File: src/rtl/logic_op_arbiter_if.sv
// Bus bundle for logic_op_arbiter: two requester ports and one result port.
// master = issue/consume side (front ends and result consumer), slave = arbiter.
interface logic_op_arbiter_if #(
    parameter int WIDTH = 32
);
    logic             req0_valid;
    logic [1:0]       req0_op;
    logic [WIDTH-1:0] req0_a;
    logic [WIDTH-1:0] req0_b;
    logic             req0_ready;

    logic             req1_valid;
    logic [1:0]       req1_op;
    logic [WIDTH-1:0] req1_a;
    logic [WIDTH-1:0] req1_b;
    logic             req1_ready;

    logic             res_valid;
    logic             res_ready;
    logic [WIDTH-1:0] res_data;
    logic             res_id;
    logic             res_err;

    modport master (
        output req0_valid, req0_op, req0_a, req0_b,
        input  req0_ready,
        output req1_valid, req1_op, req1_a, req1_b,
        input  req1_ready,
        input  res_valid, res_data, res_id, res_err,
        output res_ready
    );

    modport slave (
        input  req0_valid, req0_op, req0_a, req0_b,
        output req0_ready,
        input  req1_valid, req1_op, req1_a, req1_b,
        output req1_ready,
        output res_valid, res_data, res_id, res_err,
        input  res_ready
    );
endinterface

File: src/rtl/logic_op_arbiter.sv
// logic_op_arbiter: shares one bitwise logic unit (AND/OR/NOR, optional XOR)
// between two requesters with round-robin arbitration and a registered,
// ID-tagged result held until the consumer accepts it.
// Optional feature macro: LOGIC_ARB_XOR_EN enables opcode 10 (XOR); without
// it opcode 10 returns zero data with res_err set and no XOR logic exists.
module logic_op_arbiter #(
    parameter int WIDTH = 32
) (
    input  logic              clk,
    input  logic              rst,
    logic_op_arbiter_if.slave bus
);

    typedef enum logic [1:0] {
        IDLE = 2'd0,
        EXEC = 2'd1,
        DONE = 2'd2
    } state_t;

    localparam logic [1:0] OP_AND = 2'b00;
    localparam logic [1:0] OP_OR  = 2'b01;
    localparam logic [1:0] OP_XOR = 2'b10;
    localparam logic [1:0] OP_NOR = 2'b11;

    state_t           state_q,      state_d;
    logic             last_grant_q, last_grant_d;
    logic [1:0]       op_q,         op_d;
    logic [WIDTH-1:0] a_q,          a_d;
    logic [WIDTH-1:0] b_q,          b_d;
    logic             id_q,         id_d;
    logic [WIDTH-1:0] res_data_q,   res_data_d;
    logic             res_id_q,     res_id_d;
    logic             res_err_q,    res_err_d;

    logic grant_valid;
    logic grant_id;
    logic ready0;
    logic ready1;

    // Round-robin pick: on contention the port that did not win last time goes.
    always_comb begin
        grant_valid = 1'b0;
        grant_id    = 1'b0;
        if (state_q == IDLE && !rst) begin
            grant_valid = bus.req0_valid | bus.req1_valid;
            if (bus.req0_valid && bus.req1_valid) begin
                grant_id = ~last_grant_q;
            end else begin
                grant_id = bus.req1_valid;
            end
        end
        ready0 = grant_valid && !grant_id;
        ready1 = grant_valid &&  grant_id;
    end

    // Next-state logic: latch the granted payload, compute once, hold result.
    always_comb begin
        state_d      = state_q;
        last_grant_d = last_grant_q;
        op_d         = op_q;
        a_d          = a_q;
        b_d          = b_q;
        id_d         = id_q;
        res_data_d   = res_data_q;
        res_id_d     = res_id_q;
        res_err_d    = res_err_q;

        case (state_q)
            IDLE: begin
                if (grant_valid) begin
                    op_d         = grant_id ? bus.req1_op : bus.req0_op;
                    a_d          = grant_id ? bus.req1_a  : bus.req0_a;
                    b_d          = grant_id ? bus.req1_b  : bus.req0_b;
                    id_d         = grant_id;
                    last_grant_d = grant_id;
                    state_d      = EXEC;
                end
            end
            EXEC: begin
                res_id_d  = id_q;
                res_err_d = 1'b0;
                case (op_q)
                    OP_AND: res_data_d = a_q & b_q;
                    OP_OR:  res_data_d = a_q | b_q;
                    OP_NOR: res_data_d = ~(a_q | b_q);
                    OP_XOR: begin
`ifdef LOGIC_ARB_XOR_EN
                        res_data_d = a_q ^ b_q;
                        res_err_d  = 1'b0;
`else
                        res_data_d = '0;
                        res_err_d  = 1'b1;
`endif
                    end
                    default: res_data_d = '0;
                endcase
                state_d = DONE;
            end
            DONE: begin
                if (bus.res_ready) begin
                    state_d = IDLE;
                end
            end
            default: state_d = IDLE;
        endcase
    end

    // State and datapath registers; reset aborts any operation in flight.
    always_ff @(posedge clk) begin
        if (rst) begin
            state_q      <= IDLE;
            last_grant_q <= 1'b1;
            op_q         <= 2'b00;
            a_q          <= '0;
            b_q          <= '0;
            id_q         <= 1'b0;
            res_data_q   <= '0;
            res_id_q     <= 1'b0;
            res_err_q    <= 1'b0;
        end else begin
            state_q      <= state_d;
            last_grant_q <= last_grant_d;
            op_q         <= op_d;
            a_q          <= a_d;
            b_q          <= b_d;
            id_q         <= id_d;
            res_data_q   <= res_data_d;
            res_id_q     <= res_id_d;
            res_err_q    <= res_err_d;
        end
    end

    assign bus.req0_ready = ready0;
    assign bus.req1_ready = ready1;
    assign bus.res_valid  = (state_q == DONE);
    assign bus.res_data   = res_data_q;
    assign bus.res_id     = res_id_q;
    assign bus.res_err    = res_err_q;

endmodule

File: src/flat_wrapper.sv
// flat-port wrapper written by rule: the top's interface ports become plain ports
module logic_op_arbiter_flat 
#(
    parameter int WIDTH = 32
)
  (clk, rst, bus_req0_valid, bus_req0_op, bus_req0_a, bus_req0_b, bus_req0_ready, bus_req1_valid, bus_req1_op, bus_req1_a, bus_req1_b, bus_req1_ready, bus_res_valid, bus_res_data, bus_res_id, bus_res_err, bus_res_ready);
  logic_op_arbiter_if #(.WIDTH(WIDTH)) bus_i ();
  input  logic clk;
  input  logic rst;
  input wire logic [$bits(bus_i.req0_valid)-1:0] bus_req0_valid;
  input wire logic [$bits(bus_i.req0_op)-1:0] bus_req0_op;
  input wire logic [$bits(bus_i.req0_a)-1:0] bus_req0_a;
  input wire logic [$bits(bus_i.req0_b)-1:0] bus_req0_b;
  output wire logic [$bits(bus_i.req0_ready)-1:0] bus_req0_ready;
  input wire logic [$bits(bus_i.req1_valid)-1:0] bus_req1_valid;
  input wire logic [$bits(bus_i.req1_op)-1:0] bus_req1_op;
  input wire logic [$bits(bus_i.req1_a)-1:0] bus_req1_a;
  input wire logic [$bits(bus_i.req1_b)-1:0] bus_req1_b;
  output wire logic [$bits(bus_i.req1_ready)-1:0] bus_req1_ready;
  output wire logic [$bits(bus_i.res_valid)-1:0] bus_res_valid;
  output wire logic [$bits(bus_i.res_data)-1:0] bus_res_data;
  output wire logic [$bits(bus_i.res_id)-1:0] bus_res_id;
  output wire logic [$bits(bus_i.res_err)-1:0] bus_res_err;
  input wire logic [$bits(bus_i.res_ready)-1:0] bus_res_ready;
  assign bus_i.req0_valid = bus_req0_valid;
  assign bus_i.req0_op = bus_req0_op;
  assign bus_i.req0_a = bus_req0_a;
  assign bus_i.req0_b = bus_req0_b;
  assign bus_req0_ready = bus_i.req0_ready;
  assign bus_i.req1_valid = bus_req1_valid;
  assign bus_i.req1_op = bus_req1_op;
  assign bus_i.req1_a = bus_req1_a;
  assign bus_i.req1_b = bus_req1_b;
  assign bus_req1_ready = bus_i.req1_ready;
  assign bus_res_valid = bus_i.res_valid;
  assign bus_res_data = bus_i.res_data;
  assign bus_res_id = bus_i.res_id;
  assign bus_res_err = bus_i.res_err;
  assign bus_i.res_ready = bus_res_ready;
  logic_op_arbiter #(.WIDTH(WIDTH)) u_core (.clk(clk), .rst(rst), .bus(bus_i));
endmodule
File: config.mk
export PLATFORM = sky130hd
export DESIGN_NAME = logic_op_arbiter_flat
export DESIGN_NICKNAME = d
export VERILOG_FILES = /design/src/rtl/logic_op_arbiter_if.sv /design/src/rtl/logic_op_arbiter.sv /design/src/flat_wrapper.sv
export SDC_FILE = /design/constraint.sdc
export NUM_CORES = 1
export LEC_CHECK = 0
export CORE_MARGIN = 8
export CORE_UTILIZATION = 45
export DETAILED_ROUTE_END_ITERATION = 8
export PLACE_DENSITY = 0.8
export SYNTH_ARGS = -nofsm -noshare
export SYNTH_HDL_FRONTEND = slang
export SYNTH_SLANG_ARGS = --single-unit
File: constraint.sdc
create_clock -name clk -period 3.17 [get_ports clk]
set_clock_uncertainty 0.2 [all_clocks]
set_input_delay 0.951 -clock clk [delete_from_list [all_inputs] [get_ports clk]]
set_output_delay 0.951 -clock clk [all_outputs]
set_load 0.02 [all_outputs]
* Yosys cells after proc, flatten, opt, wreduce, memory -nomap -nowiden *
Cells that the tools add are included.

cells by class
  equality and inequality tests = 7
  muxes and demuxes = 11
  reductions and logical operators = 10
  bitwise operators = 5

operator list
  kind                                                                   count
  32-bit case mux with 4 select lines                                    1
  32-bit 2-to-1 mux                                                      2
  32-bit AND                                                             1
  32-bit inverter                                                        1
  32-bit bitwise OR                                                      1
  2-bit equality test, second input constant                             3
  2-bit 2-to-1 mux                                                       3
  2-bit case mux with 3 select lines                                     1
  2-bit by 1-bit equality test with 1-bit output, second input constant  2
  1-bit logical AND                                                      4
  2-bit zero test                                                        2
  1-bit 2-to-1 mux                                                       4
  2-bit by 1-bit != test with 1-bit output, second input constant        2
  2-bit AND reduction                                                    2
  1-bit zero test                                                        2
  1-bit inverter                                                         1
  1-bit bitwise OR                                                       1

word-level totals
  register bits = 104
  input port bits = 137
  word-level logic and storage cells = 42

* Logic depth before layout (Yosys ltp) *
  depth after elaboration = 5
  gate-level depth with buffers = 7
  depth with buffers taken out = 3

* Worst setup path after synthesis *
No wires, ideal clock.

  kind = input to output
  from = input rst
  to = output bus_req0_ready
  slack = -39 ps
  data arrival time = 2058 ps
  required time = 2019 ps
  stages on the path = 5
  buffers on the path = 3
  path through = buf_6 -> or3_1 -> buf_6 -> nor3b_4 -> buf_6

on the way
  longest elaborated chain between the ends = 5
  elaborated cells between the ends (all ways) = 6
  classes of those cells = mux: 2; reduce/logical: 4

ends and longest elaborated chain
  element                RTL line                RTL
  start, declared        flat_wrapper.sv:9       input logic rst;
  1-bit zero test (*)    logic_op_arbiter.sv:44  if (state_q == IDLE && !rst) begin
  1-bit logical AND (*)  logic_op_arbiter.sv:44
  1-bit 2-to-1 mux       logic_op_arbiter.sv:44
  1-bit zero test        logic_op_arbiter.sv:52  ready0 = grant_valid && !grant_id;
  1-bit logical AND (*)  logic_op_arbiter.sv:52
  end, declared          flat_wrapper.sv:14      output wire logic [$bits(bus_i.req0_ready)-1:0] bus_req0_ready;

Every way passes the cells marked *; elsewhere a longest branch is shown, timed or not.

* Worst setup path after layout *
  from = input bus_req0_valid
  to = output bus_req0_ready

on the way
  longest elaborated chain between the ends = 5
  elaborated cells between the ends (all ways) = 7
  classes of those cells = mux: 3; bitwise: 1; reduce/logical: 3

ends and longest elaborated chain
  element                RTL line                RTL
  start, declared        flat_wrapper.sv:10      input wire logic [$bits(bus_i.req0_valid)-1:0] bus_req0_valid;
  1-bit logical AND      logic_op_arbiter.sv:46  if (bus.req0_valid && bus.req1_valid) begin
  1-bit 2-to-1 mux       logic_op_arbiter.sv:46
  1-bit 2-to-1 mux       logic_op_arbiter.sv:44
  1-bit zero test        logic_op_arbiter.sv:52
  1-bit logical AND (*)  logic_op_arbiter.sv:52

Marked as above.

==> results.md <==
* Final WS setup at 0.0815 ns
* Fin Setup TNS at 0 ns
* Min Tclk post-route at 3.09 ns
* Required time worst endpoint at 2.02 ns
* Pins Over Slew Limit at 0
* Hold_buf cts at 0
* Number of global-route vias before repair at 4,776
* Final hold viol count at 0
* Crit path arrival time at 1.94 ns
* Worst path cell trace: clkdlybuf4s50_1 > nor3b_4 > buf_4
* Status: complete, no violations
* Max Cap Viol at 0
* Vias per inst at 5.56
* Mapped Cells at 537
* Relative max-transition margin at 19.8%
* Total grt overflow at 0
* First-pass GRT wire length at 24,800 microns
* Power Dens Cells at 471 mW/mm^2
* GPL Wtd Cong at 0.784
* Initial antenna violation count at 0
* Worst slack, placed at -0.410 ns
* H-Tree Depth at 3
* Fillers at 894
* CTS root buffer: clkbuf_8
* Yosys warns at 0
* Die Ht at 121 microns
* Cts repair resizes at 6
* Area delta synth->final at 40.8%
* Worst hold slack at 0.278 ns
* Post-CTS Setup Bufs at 0
* Crit path buffers/inverters at 2
* Diodes inserted at 0
* CP max-delay cell: clkdlybuf4s50_1
* Starting Density at 46.0%
* # setup viols final at 0
* Nets at 825
* Fin area at 0.00699 sq mm
* Mapped cell area at 0.00496 sq mm
* Later-pin clock latency in the skew report at 0.36 ns
* Area after DPL at 0.00676 sq mm
* Fmax at 324 MHz
* First-pass DRT Iterations at 5
* Iter 0 DRT Violations at 285
* Sink Count at 104
* CP delay by family, top: buffers and inverters
* Clk buf depth at 2
* Die area at 0.0146 sq mm
* Crit-path max FO at 4
* Num CTS Buffers at 9
* Buffers on Ports at 173
* Setup CP Type: primary input to primary output
* Number of cell rows at 38
* DRT Wirelength at 15,700 microns
* Dpl hpwl at 10,700 microns
* Endpoint type of the worst setup path: primary output
* DRC violations left at 0
* Clock transition at the registers of the reported paths at 0.10 ns
* Largest net degree at the start of global routing at 71
* Setup crit start kind: primary input
* RSZ-0062 raised after global routing: no
* Top Ports at 174
* Seq/Total Area, Yosys at 41.9%
* Final antenna-violating net count at 0
* Period utilisation layout at 97.4%
* Die Wd at 121 microns
* Core area at 0.0108 sq mm
* Synth Area per Inst at 9.24 sq um
* WL/cell at 18.8 microns
* Leak Pwr at 2.83 nW
* Vias at 4,631
* Syn nets at 674
* Critical path's largest stage delay at 0.54 ns
* Share of layout cells above drive strength 1 at 5.92%
* CTS tree: yes
* Post-synth cell types at 24
* Maximum vdd drop at 0.210 mV
* Post-synthesis register bit count at 104
* Min-Delay Path Class: flip-flop to flip-flop
* Worst Tran Pin Value at 1.20 ns
* Global Route Usage Sum at 21.0%
[per-stage QoR]
step,util (%),instances,total power [mW]
after global placement,62.7,817,2.42
after global routing,64.7,833,3.45
after CTS,64.6,833,3.30
final,64.7,833,3.29
after floorplan,-,537,2.05
after detailed placement,62.7,817,2.45
[worst paths after layout]
path	start	end	slack, ns	cells after the start
hold / removal	u_core.id_q$_SDFFE_PP0P_	u_core.bus.res_id$_SDFFE_PP0N_	0.28	2
setup reg to reg	u_core.state_q[1]$_SDFFE_PP0P_	u_core.b_q[18]$_SDFFE_PP0P_	0.48	5
hold reg to reg	u_core.id_q$_SDFFE_PP0P_	u_core.bus.res_id$_SDFFE_PP0N_	0.28	2
setup / recovery	bus_req0_valid	bus_req0_ready	0.08	3
[synthesized netlist by cell type]
| library cell | count | share of area (%) |
|---|---|---|
| clkbuf_1 | 30 | 2.3 |
| dfxtp_1 | 104 | 42 |
| nor2b_1 | 4 | 0.50 |
| a221o_1 | 34 | 6.9 |
| a21oi_1 | 6 | 0.61 |
| inv_1 | 35 | 2.6 |
| buf_6 | 5 | 1.1 |
| nor2_1 | 66 | 5.0 |
| or2_2 | 1 | 0.13 |
| nand2_1 | 3 | 0.23 |
| or3_1 | 2 | 0.25 |
| buf_1 | 2 | 0.15 |
| nor3_1 | 67 | 6.8 |
| a221oi_1 | 32 | 5.6 |
| o21bai_1 | 1 | 0.15 |
| and3_1 | 1 | 0.13 |
| and2_1 | 1 | 0.13 |
| nand2b_1 | 34 | 4.3 |
| nor3b_4 | 1 | 0.38 |
| a21bo_2 | 1 | 0.20 |
| mux2i_1 | 64 | 13 |
| buf_4 | 3 | 0.45 |
| maj3_1 | 32 | 6.5 |
| buf_2 | 8 | 0.81 |
[per-layer routing]
| metal | wire (microns) | global-route usage (%) | vias to the layer above |
|---|---|---|---|
| li1 | - | - | 2222 |
| met1 | 6610 | 25.0 | 2218 |
| met2 | 7650 | 36.0 | 164 |
| met3 | 1070 | 4.70 | 27 |
| met4 | 330 | 7.88 | 0 |
| met5 | 0 | 0 | - |
[final cells by class]
cell class,instances,area [sq um],area share [%]
well taps,140,175,2.51
repair buffers,188,1850,26.4
clock inverters,5,53.8,0.770
clock buffers,11,151,2.17
multi-input cells,350,2550,36.4
flip-flops and latches,104,2080,29.8
inverters,35,131,1.88
[cells by family after synthesis]
logic type	count (synthesis)	share of synthesized area (%)
DFF	104	41.9
and+or+nand+nor	180	17.8
buffers and inverters	83	7.46
muxes	64	12.9
adders and majority gates	32	6.45
AOI/OAI and AO/OA	74	13.5
[flip-flops by register name, summed over array words and instances (netlist names)]
signal / flops
u_core.op_q: 2
u_core.last_grant_q: 1
u_core.bus.res_err: 1
u_core.state_q: 2
u_core.b_q: 32
u_core.id_q: 1
u_core.bus.res_data: 32
u_core.bus.res_id: 1
u_core.a_q: 32
[cells in the final DEF, fill, tap and decap left out, types with 2 or more instances in the layout]
master	synthesis	routed
mux2i_1	64	64
nor2_1	66	65
clkbuf_8	0	11
nand2_1	3	3
nor3_1	67	67
nand2b_1	34	34
a221o_1	34	34
inv_1	35	35
or3_1	2	2
buf_6	5	3
clkdlybuf4s50_1	0	169
clkinv_2	0	3
buf_4	3	14
nor2b_1	4	2
a21oi_1	6	5
a221oi_1	32	32
maj3_1	32	32
dfxtp_1	104	104
[worst reg2reg max path: stages, from the launching register on]
cell and delay [ns]:
dfxtp_1 0.35, or3_1 0.44, buf_6 0.24, nor2b_4 0.80, buf_4 0.37, mux2i_1 0.21
[report_power, final]
group          total (mW)  switching [mW]  internal, mW
Clock               0.864           0.456         0.408
Sequential           1.57           0.115          1.45
Combinational       0.859           0.413         0.446
(Power assumes the default switching activity.)
